$ cat config.mk
export PLATFORM = sky130hd
export DESIGN_NAME = mem_arbiter
export DESIGN_NICKNAME = d
export VERILOG_FILES = /design/src/rtl/mem_arbiter.sv
export SDC_FILE = /design/constraint.sdc
export NUM_CORES = 1
export LEC_CHECK = 0
export BUFFER_PORTS_ARGS = -buffer_cell sky130_fd_sc_hd__buf_4
export CAP_MARGIN = 10
export CORE_MARGIN = 5
export CORE_UTILIZATION = 34
export DETAILED_ROUTE_END_ITERATION = 12
export GPL_ROUTABILITY_DRIVEN = 0
export PLACE_DENSITY = 0.58
export SYNTH_ARGS = -nofsm -noshare
export SYNTH_HDL_FRONTEND = slang
export SYNTH_SLANG_ARGS = --single-unit
$ cat constraint.sdc
create_clock -name clk -period 2.75 [get_ports clk]
set_input_delay 0.275 -clock clk [delete_from_list [all_inputs] [get_ports clk]]
set_output_delay 0.275 -clock clk [all_outputs]
set_load 0.05 [all_outputs]
$ cat src/rtl/mem_arbiter.sv
//==============================================================================
// Module      : mem_arbiter
// Description : Round-robin two-requester arbiter and sequencer for a single
//               memory port, with a bounded acknowledge timeout.
// Revision    : 1.0 - initial release
//==============================================================================
`default_nettype none

module mem_arbiter #(
    parameter int DATA_W  = 8,
    parameter int ADDR_W  = 8,
    parameter int TIMEOUT = 15
) (
    input  logic              clk,
    input  logic              rst_n,
    input  logic              req0_valid,
    input  logic              req0_we,
    input  logic [ADDR_W-1:0] req0_addr,
    input  logic [DATA_W-1:0] req0_wdata,
    output logic              req0_ready,
    output logic              req0_done,
    input  logic              req1_valid,
    input  logic              req1_we,
    input  logic [ADDR_W-1:0] req1_addr,
    input  logic [DATA_W-1:0] req1_wdata,
    output logic              req1_ready,
    output logic              req1_done,
    output logic              err,
    output logic [DATA_W-1:0] rdata,
    output logic              sel,
    output logic              mem_en,
    output logic              mem_we,
    output logic [ADDR_W-1:0] mem_addr,
    output logic [DATA_W-1:0] mem_wdata,
    input  logic [DATA_W-1:0] mem_rdata,
    input  logic              mem_ack
);

    localparam logic [7:0] c_WAIT_LAST = 8'(TIMEOUT - 1);

    typedef enum logic [0:0] {
        ST_IDLE   = 1'b0,
        ST_ACCESS = 1'b1
    } state_t;

    state_t              r_state;
    state_t              w_state_nxt;
    logic                r_last;
    logic                r_sel;
    logic [7:0]          r_wait_cnt;
    logic                r_cmd_we;
    logic [ADDR_W-1:0]   r_cmd_addr;
    logic [DATA_W-1:0]   r_cmd_wdata;
    logic [DATA_W-1:0]   r_rdata;
    logic                r_done0;
    logic                r_done1;
    logic                r_err;

    logic                w_gnt0;
    logic                w_gnt1;
    logic                w_in_access;
    logic                w_timeout;

    // rst_n gates the grants so ready stays low while reset is held.
    always_comb begin
        w_in_access = (r_state == ST_ACCESS);
        w_gnt0      = !w_in_access && rst_n && req0_valid && (!req1_valid || r_last);
        w_gnt1      = !w_in_access && rst_n && req1_valid && (!req0_valid || !r_last);
        w_timeout   = (r_wait_cnt == c_WAIT_LAST);
    end

    always_comb begin
        w_state_nxt = r_state;
        mem_en      = 1'b0;
        mem_we      = 1'b0;
        req0_ready  = 1'b0;
        req1_ready  = 1'b0;
        case (r_state)
            ST_IDLE: begin
                req0_ready = w_gnt0;
                req1_ready = w_gnt1;
                if (w_gnt0 || w_gnt1) begin
                    w_state_nxt = ST_ACCESS;
                end
            end
            ST_ACCESS: begin
                mem_en = 1'b1;
                mem_we = r_cmd_we;
                if (mem_ack || w_timeout) begin
                    w_state_nxt = ST_IDLE;
                end
            end
            default: w_state_nxt = ST_IDLE;
        endcase
    end

    always_ff @(posedge clk or negedge rst_n) begin
        if (!rst_n) begin
            r_state <= ST_IDLE;
        end else begin
            r_state <= w_state_nxt;
        end
    end

    always_ff @(posedge clk or negedge rst_n) begin
        if (!rst_n) begin
            r_last      <= 1'b1;
            r_sel       <= 1'b0;
            r_wait_cnt  <= 8'd0;
            r_cmd_we    <= 1'b0;
            r_cmd_addr  <= '0;
            r_cmd_wdata <= '0;
            r_rdata     <= '0;
            r_done0     <= 1'b0;
            r_done1     <= 1'b0;
            r_err       <= 1'b0;
        end else begin
            r_done0 <= 1'b0;
            r_done1 <= 1'b0;
            r_err   <= 1'b0;
            if (w_gnt0 || w_gnt1) begin
                r_cmd_we    <= w_gnt1 ? req1_we    : req0_we;
                r_cmd_addr  <= w_gnt1 ? req1_addr  : req0_addr;
                r_cmd_wdata <= w_gnt1 ? req1_wdata : req0_wdata;
                r_sel       <= w_gnt1;
                r_last      <= w_gnt1;
                r_wait_cnt  <= 8'd0;
            end
            if (w_in_access) begin
                if (mem_ack || w_timeout) begin
                    r_rdata <= mem_ack ? mem_rdata : '0;
                    r_err   <= !mem_ack;
                    r_done0 <= !r_sel;
                    r_done1 <= r_sel;
                end else begin
                    r_wait_cnt <= r_wait_cnt + 8'd1;
                end
            end
        end
    end

    assign req0_done = r_done0;
    assign req1_done = r_done1;
    assign err       = r_err;
    assign rdata     = r_rdata;
    assign sel       = r_sel;
    assign mem_addr  = r_cmd_addr;
    assign mem_wdata = r_cmd_wdata;

endmodule

`default_nettype wire

==> run metrics, run 1 <==
io pins=79; worst-path fanout max=19; final worst slack=around 0.78 ns; status=complete, no violations; syn nets=207; Worst Setup Path Type=flop to primary output; clk_skew=0.003655 ns; Remaining DRCs=0; initial antenna violation count=0; Top delay family on crit path=buffers and inverters; Core Util, Final=49.75%; Fin. Hold Viols=0; via/cell ratio=4.626; H-tree levels=2; DRC violation total after the first TritonRoute iteration=56; FP Rows=26; 1st-pass router iterations=4; Routed WL=about 4300 um; clock root cell=clkbuf_8; number of global-route vias before repair=1453; crit-path max cell delay=0.45 ns; R2R depth=6; Post-Syn Instances=158; Seq. cell area=between 900 and 1000 um^2; Die Footprint=6628 um^2; layout cells sized above 1=39.17%; pre-CTS setup slack=1.042 ns; buffer count from post-CTS setup fixing=0; first-pass GRT wire length=6665 um; Syn Area/Cell=10.98 um^2; via count=around 1.4k; crit share post-route=71.60%; DRT antenna net count=0; Avg WL per Cell=~14 um; CTS tree=yes; clock sink count=39; core area=5042 um^2; Antenna Cells=0; Worst EP required=2.48 ns; sequential cell area fraction in the yosys report=between 50 and 60%; fill count=496; Multi-input gate area=708.2 um^2; most frequent CP cell=buf_4; Max clock buf depth=2; Die Y=approximately 81 um; CP Cell Sequence=nor2b_1 > nand3_1 > buf_4 > inv_1 > buf_4; Setup Total Neg Slack=0 ns; clk_lat worst skew=between 0.2 and 0.3 ns; Worst Setup Start Kind=flop; RR Endpoint=rdata[1]$_DFFE_PN0P_; max cap viols=0; area growth from synthesis to layout=44.66%; Initial Util=34.39%; Slew headroom=67.73%; Reg clk slew, reported paths=0.08 ns; Synth Register Bits=39; Peak VDD IR=341.3 uV; cts repair resizes=0; pins over their slew limit=0; Reg2Reg Launch Point=r_wait_cnt[0]$_DFF_PN0_; die span in x=81.42 um; CTS Hold Buffers Added=0; maximum clock frequency=approximately 500 MHz; slowest stage cell on the critical path=dfrtp_1; minimum clock period=between 1.5 and 2 ns; Critical Path End Type=primary output; Reg2Reg Setup Slack=1.00 ns; cts bufs inserted=5; leak pwr=1.367 nW; Netlist cell types=31; Setup violations, final=0; Syn. warnings=0; actual slew at the worst max-slew pin=between 0.4 and 0.5 ns; DP HPWL=3218 um; largest net degree at the start of global routing=40; fin nets=288; PortBufs=78; GRT Util Overall=between 10% and 20%; Synth Cell Area=1734 um^2; Worst Hold Class=input port to async pin; RSZ-0062 raised after global routing=false; Bufs and invs on worst path=3; grt ovf=0; critical path depth in cells=5; Crit. Startpoint=r_state$_DFF_PN0_; Critical Path AT=1.69 ns; Critical Path End=req1_ready; pwr/cell area=813.4 nW/um^2
## Yosys cell counts (all sizes together)
library cell  number  share of area, %
a22o               8               4.0
nand3              5               1.4
and3               2              0.72
inv                4              0.87
xnor2              1              0.51
and2               4               1.4
and4b              1              0.58
nor2               2              0.43
or3                1              0.36
mux2i             20                12
nor2b              1              0.36
a21boi             2              0.87
clkbuf             4              0.87
a21bo              1              0.58
a21oi              2              0.58
buf                3               1.3
and2b              1              0.43
and4bb             1              0.72
nand2             24               5.2
dfrtp             38                55
a31oi              1              0.36
ha                 2               1.4
nand4              4               1.4
dfstp              1               1.5
o21ai             24               7.1
nor3b              1              0.43
## sequential cells by signal, summed over array words and instances (netlist names)
| register | count |
|---|---|
| r_state | 1 |
| r_last | 1 |
| mem_addr | 8 |
| sel | 1 |
| r_wait_cnt | 8 |
| r_cmd_we | 1 |
| err | 1 |
| mem_wdata | 8 |
| rdata | 8 |
| req1_done | 1 |
| req0_done | 1 |
## cells in the final DEF, fill, tap and decap left out, drive strengths merged, types with 2 or more instances in the layout
| cell type | instances |
|---|---|
| clkinv | 2 |
| dfrtp | 38 |
| mux2i | 20 |
| o21ai | 24 |
| and2 | 4 |
| a22o | 8 |
| inv | 4 |
| clkbuf | 5 |
| nand2 | 24 |
| nand3 | 5 |
| nand4 | 4 |
| ha | 2 |
| buf | 81 |
| nor2 | 2 |
| and3 | 2 |
| a21oi | 2 |
| a21boi | 2 |
## through the flow
step | std cells | total power (W) | hold WS, ns | area, um^2
2_1_floorplan | 158 | 0.001298 | -0.02059 | 1734
3_3_place_gp | 302 | 0.001582 | 0.3937 | 2396
3_5_place_dp | 302 | 0.001586 | 0.3909 | 2396
4_1_cts | 310 | 0.002063 | 0.07524 | 2509
5_1_grt | 310 | 0.002147 | 0.09909 | 2509
6_report | 310 | 0.002040 | 0.05681 | 2509
## where the power goes
| group | switching [W] | internal [W] |
|---|---|---|
| sequential | 0.0000812 | 0.000694 |
| combinational | 0.000533 | 0.000260 |
| clock | 0.000202 | 0.000270 |
| total | 0.000816 | 0.00122 |
## how the worst min path moves through the flow
stage / cells after the start / from / slack, ns / end
detailed placement: 2 / rst_n / 0.39 / mem_addr[0]$_DFFE_PN0P_
finish: 2 / rst_n / 0.06 / mem_addr[4]$_DFFE_PN0P_
floorplan: 0 / rst_n / -0.02 / err$_DFF_PN0_
CTS: 2 / rst_n / 0.08 / rdata[5]$_DFFE_PN0P_
global placement: 2 / rst_n / 0.39 / mem_addr[0]$_DFFE_PN0P_
global route: 2 / rst_n / 0.1 / sel$_DFFE_PN0P_
## final cells by class
class,count,share of cell area [%]
clock buffers,5,2.743
well taps,70,3.491
repair buffers,81,24.24
flip-flops and latches,39,38.95
inverters,4,0.5985
multi-input cells,108,28.23
clock inverters,3,1.746
## logic make-up (layout without fill, tap and decap cells)
kind of cell	Yosys count	count (layout)	share of synthesized area (%)
adder cells (fa/ha/maj)	2	2	1.443
XOR/XNOR	1	1	0.5051
AND/OR/NAND/NOR	47	47	13.56
multiplexers	20	20	11.54
buffers and inverters	11	93	3.030
flip-flops	39	39	56.35
AO/OA/AOI/OAI	38	38	13.57
## metal layers
metal / GRT usage [%] / wire [um] / up-vias
met5: 0 / 0 / -
met2: 20.36 / 1915 / 59
met1: 16.49 / 1814 / 651
met3: 5.921 / 450 / 7
met4: 4.561 / 77 / 0
li1: - / - / 717
(Power assumes the default switching activity.)
==> inputs of run 2 (changes only) <==
==> constraint.sdc (replaced) <==
create_clock -name clk -period 1.9 [get_ports clk]
set_input_delay 0.19 -clock clk [delete_from_list [all_inputs] [get_ports clk]]
set_output_delay 0.19 -clock clk [all_outputs]
set_load 0.05 [all_outputs]
==> run 2 against run 1 <==
Effect of this change:
- clock-buffer cell count increased by 2
- combinational power up 46%
- non-clock buffer count up 2
- die area is the same
- final cell count up 0.65%
- first-iteration DRC count grew 7.1%
- critical path depth unchanged
- sequential cell count stayed put
- clock skew grew 0.0018 ns
==> run metrics, run 2 (synthesized netlist as in run 1, its figures left out) <==
status=complete, no violations; placed cells=303 (+0.33%); minimum clock period=1.745 ns; Initial Util=34.39% (unchanged); first-pass GRT wire length=6279 um (-5.8%); Setup Total Neg Slack=0 ns (unchanged); Worst Setup Path Type=flop to primary output; leak pwr=1.376 nW (+0.67%); layout cells sized above 1=39.26% (+0.090 points); number of global-route vias before repair=1329 (-8.5%); Remaining DRCs=0 (unchanged); commonest non-fill, non-tap cells in the layout=buf_4 (81), dfrtp_1 (38), nand2_1 (24), o21ai_0 (22), mux2i_1 (20); io pins=79 (unchanged); Setup violations, final=0 (unchanged); Seq. cell area=977.2 um^2 (unchanged); largest net degree at the start of global routing=40 (unchanged); crit share post-route=between 90% and 100%; post-route cell area=2539 um^2 (+1.2%); clock sink count=39 (unchanged); Bufs and invs on worst path=3 (unchanged); Max clock buf depth=2 (unchanged); Avg WL per Cell=13.17 um (-4.1%); final cell count without fillers=312 (+0.65%); slowest stage cell on the critical path=dfrtp_1; Die Footprint=6628 um^2 (unchanged); actual slew at the worst max-slew pin=0.7517 ns (+0.2677 ns); H-tree levels=2 (unchanged); via count=1399 (-2.4%); 1st-pass router iterations=4 (unchanged); Peak VDD IR=515.9 uV (+51%); Die Y=81.42 um (unchanged); most common cell after layout, fill and taps aside=buf_4; Routed WL=4110 um (-3.5%); Top delay family on crit path=flip-flops; Critical Path AT=1.56 ns (-0.13 ns); cts bufs inserted=5 (unchanged); max cap viols=0 (unchanged); area growth from synthesis to layout=46.39%; pwr/cell area=1161 nW/um^2 (+43%); Fin. Hold Viols=0 (unchanged); FP Rows=26 (unchanged); clock root cell=clkbuf_8; core area=5042 um^2 (unchanged); worst-path fanout max=8 (-11); initial antenna violation count=0 (unchanged); die span in x=81.42 um (unchanged); Worst Hold Class=input port to flop; Slew headroom=49.88% (-18 points); Multi-input gate area=714.4 um^2 (+0.88%); DRT antenna net count=0 (unchanged); maximum clock frequency=around 570 MHz; Worst EP required=1.71 ns (-0.77 ns); Worst Setup Start Kind=flop; crit-path max cell delay=0.46 ns (about the same); DRC violation total after the first TritonRoute iteration=60 (+7.1%); Critical Path End Type=primary output; fin nets=290 (+0.69%); Reg clk slew, reported paths=0.07 ns (about the same); grt ovf=0 (unchanged); buffer count from post-CTS setup fixing=0 (unchanged); PortBufs=78 (unchanged); GRT Util Overall=12.44% (-0.80 points); via/cell ratio=4.484 (-3.1%); Antenna Cells=0 (unchanged); CP Cell Sequence=nor2b_2 > nand3_1 > buf_4 > inv_1 > buf_4; clk_lat worst skew=0.28 ns (about the same); pins over their slew limit=0 (unchanged); DP HPWL=3145 um (-2.3%); CTS tree=yes; fill count=489 (-1.4%); RSZ-0062 raised after global routing=false; most frequent CP cell=buf_4; clk_skew=0.005464 ns (+0.001809 ns); DP Area=2420 um^2 (+0.99%)
==> run 2: changes by cell type in the layout (fill, tap and decap cells not counted) <==
| cell | delta |
|---|---|
| a21oi_2 | +1 |
| dlygate4sd3_1 | +1 |
| clkbuf_1 | +2 |
| nor2b_2 | +1 |
| buf_12 | +1 |
| nor2b_1 | -1 |
| clkinv_2 | -1 |
| a21oi_1 | -1 |
| clkinv_4 | -1 |
==> run 2: routing by layer <==
metal / global-route usage (%) / share of wire (%) / vias up
li1: - / - / 721
met1: 15.91 / 44 / 610
met2: 18.08 / 43 / 64
met3: 6.798 / 12 / 4
met4: 3.547 / 0.92 / 0
met5: 0 / 0 / -
==> run 2: worst paths after layout <==
| kind | from | endpoint | slack (ns) | cells past startpoint |
|---|---|---|---|---|
| max | r_state$_DFF_PN0_ | req1_ready | 0.15 | 5 |
| max in group asynchronous | rst_n | r_last$_DFFE_PN1P_ | 1.04 | 3 |
| max reg2reg | r_wait_cnt[0]$_DFF_PN0_ | rdata[6]$_DFFE_PN0P_ | 0.18 | 6 |
| min reg2reg | sel$_DFFE_PN0P_ | req0_done$_DFF_PN0_ | 0.45 | 1 |
| min in group asynchronous | rst_n | err$_DFF_PN0_ | 0.50 | 3 |
| min | req0_valid | r_last$_DFFE_PN1P_ | 0.08 | 2 |
==> run 2: final cells by class <==
cell class | instances | area share [%]
flip-flops and latches | 39 | 38.49
multi-input cells | 108 | 28.14
repair buffers | 83 | 25.14
well taps | 70 | 3.450
clock buffers | 7 | 3.006
clock inverters | 1 | 1.183
inverters | 4 | 0.5914
==> run 2: through the flow <==
stage | setup WS [ns] | total power [W] | util, % | hold WS [ns]
finish | 0.1549 | 0.002949 | 50.35 | 0.07811
global route | 0.007866 | 0.003109 | 50.35 | 0.07185
CTS | 0.02145 | 0.002979 | 50.30 | 0.07064
detailed placement | 0.2094 | 0.002305 | 47.99 | 0.2962
global placement | 0.2817 | 0.002297 | 47.99 | 0.3065
floorplan | 0.06400 | 0.001881 | - | -0.1056
==> run 2: worst reg2reg max path: cells and delay by family (launching register included) <==
family	cells	cell delay [ns]
buffers and inverters	1	0.09
and+or+nand+nor	2	0.53
DFF	1	0.45
AOI/OAI and AO/OA	2	0.40
adders and majority gates	1	0.13
==> run 2: power breakdown <==
group          switching (W)  total [W]  internal, W
clock               0.000274   0.000667     0.000393
combinational       0.000773    0.00116     0.000385
sequential          0.000119    0.00112      0.00100
total                0.00117    0.00295      0.00178
==> run 2: repair_timing <==
action | in CTS | in global routing
gates resized for setup | 0 | 1
endpoints found under the hold margin | 38 | 0
endpoints found under the setup margin | 0 | 1
hold buffers | 1 | 0
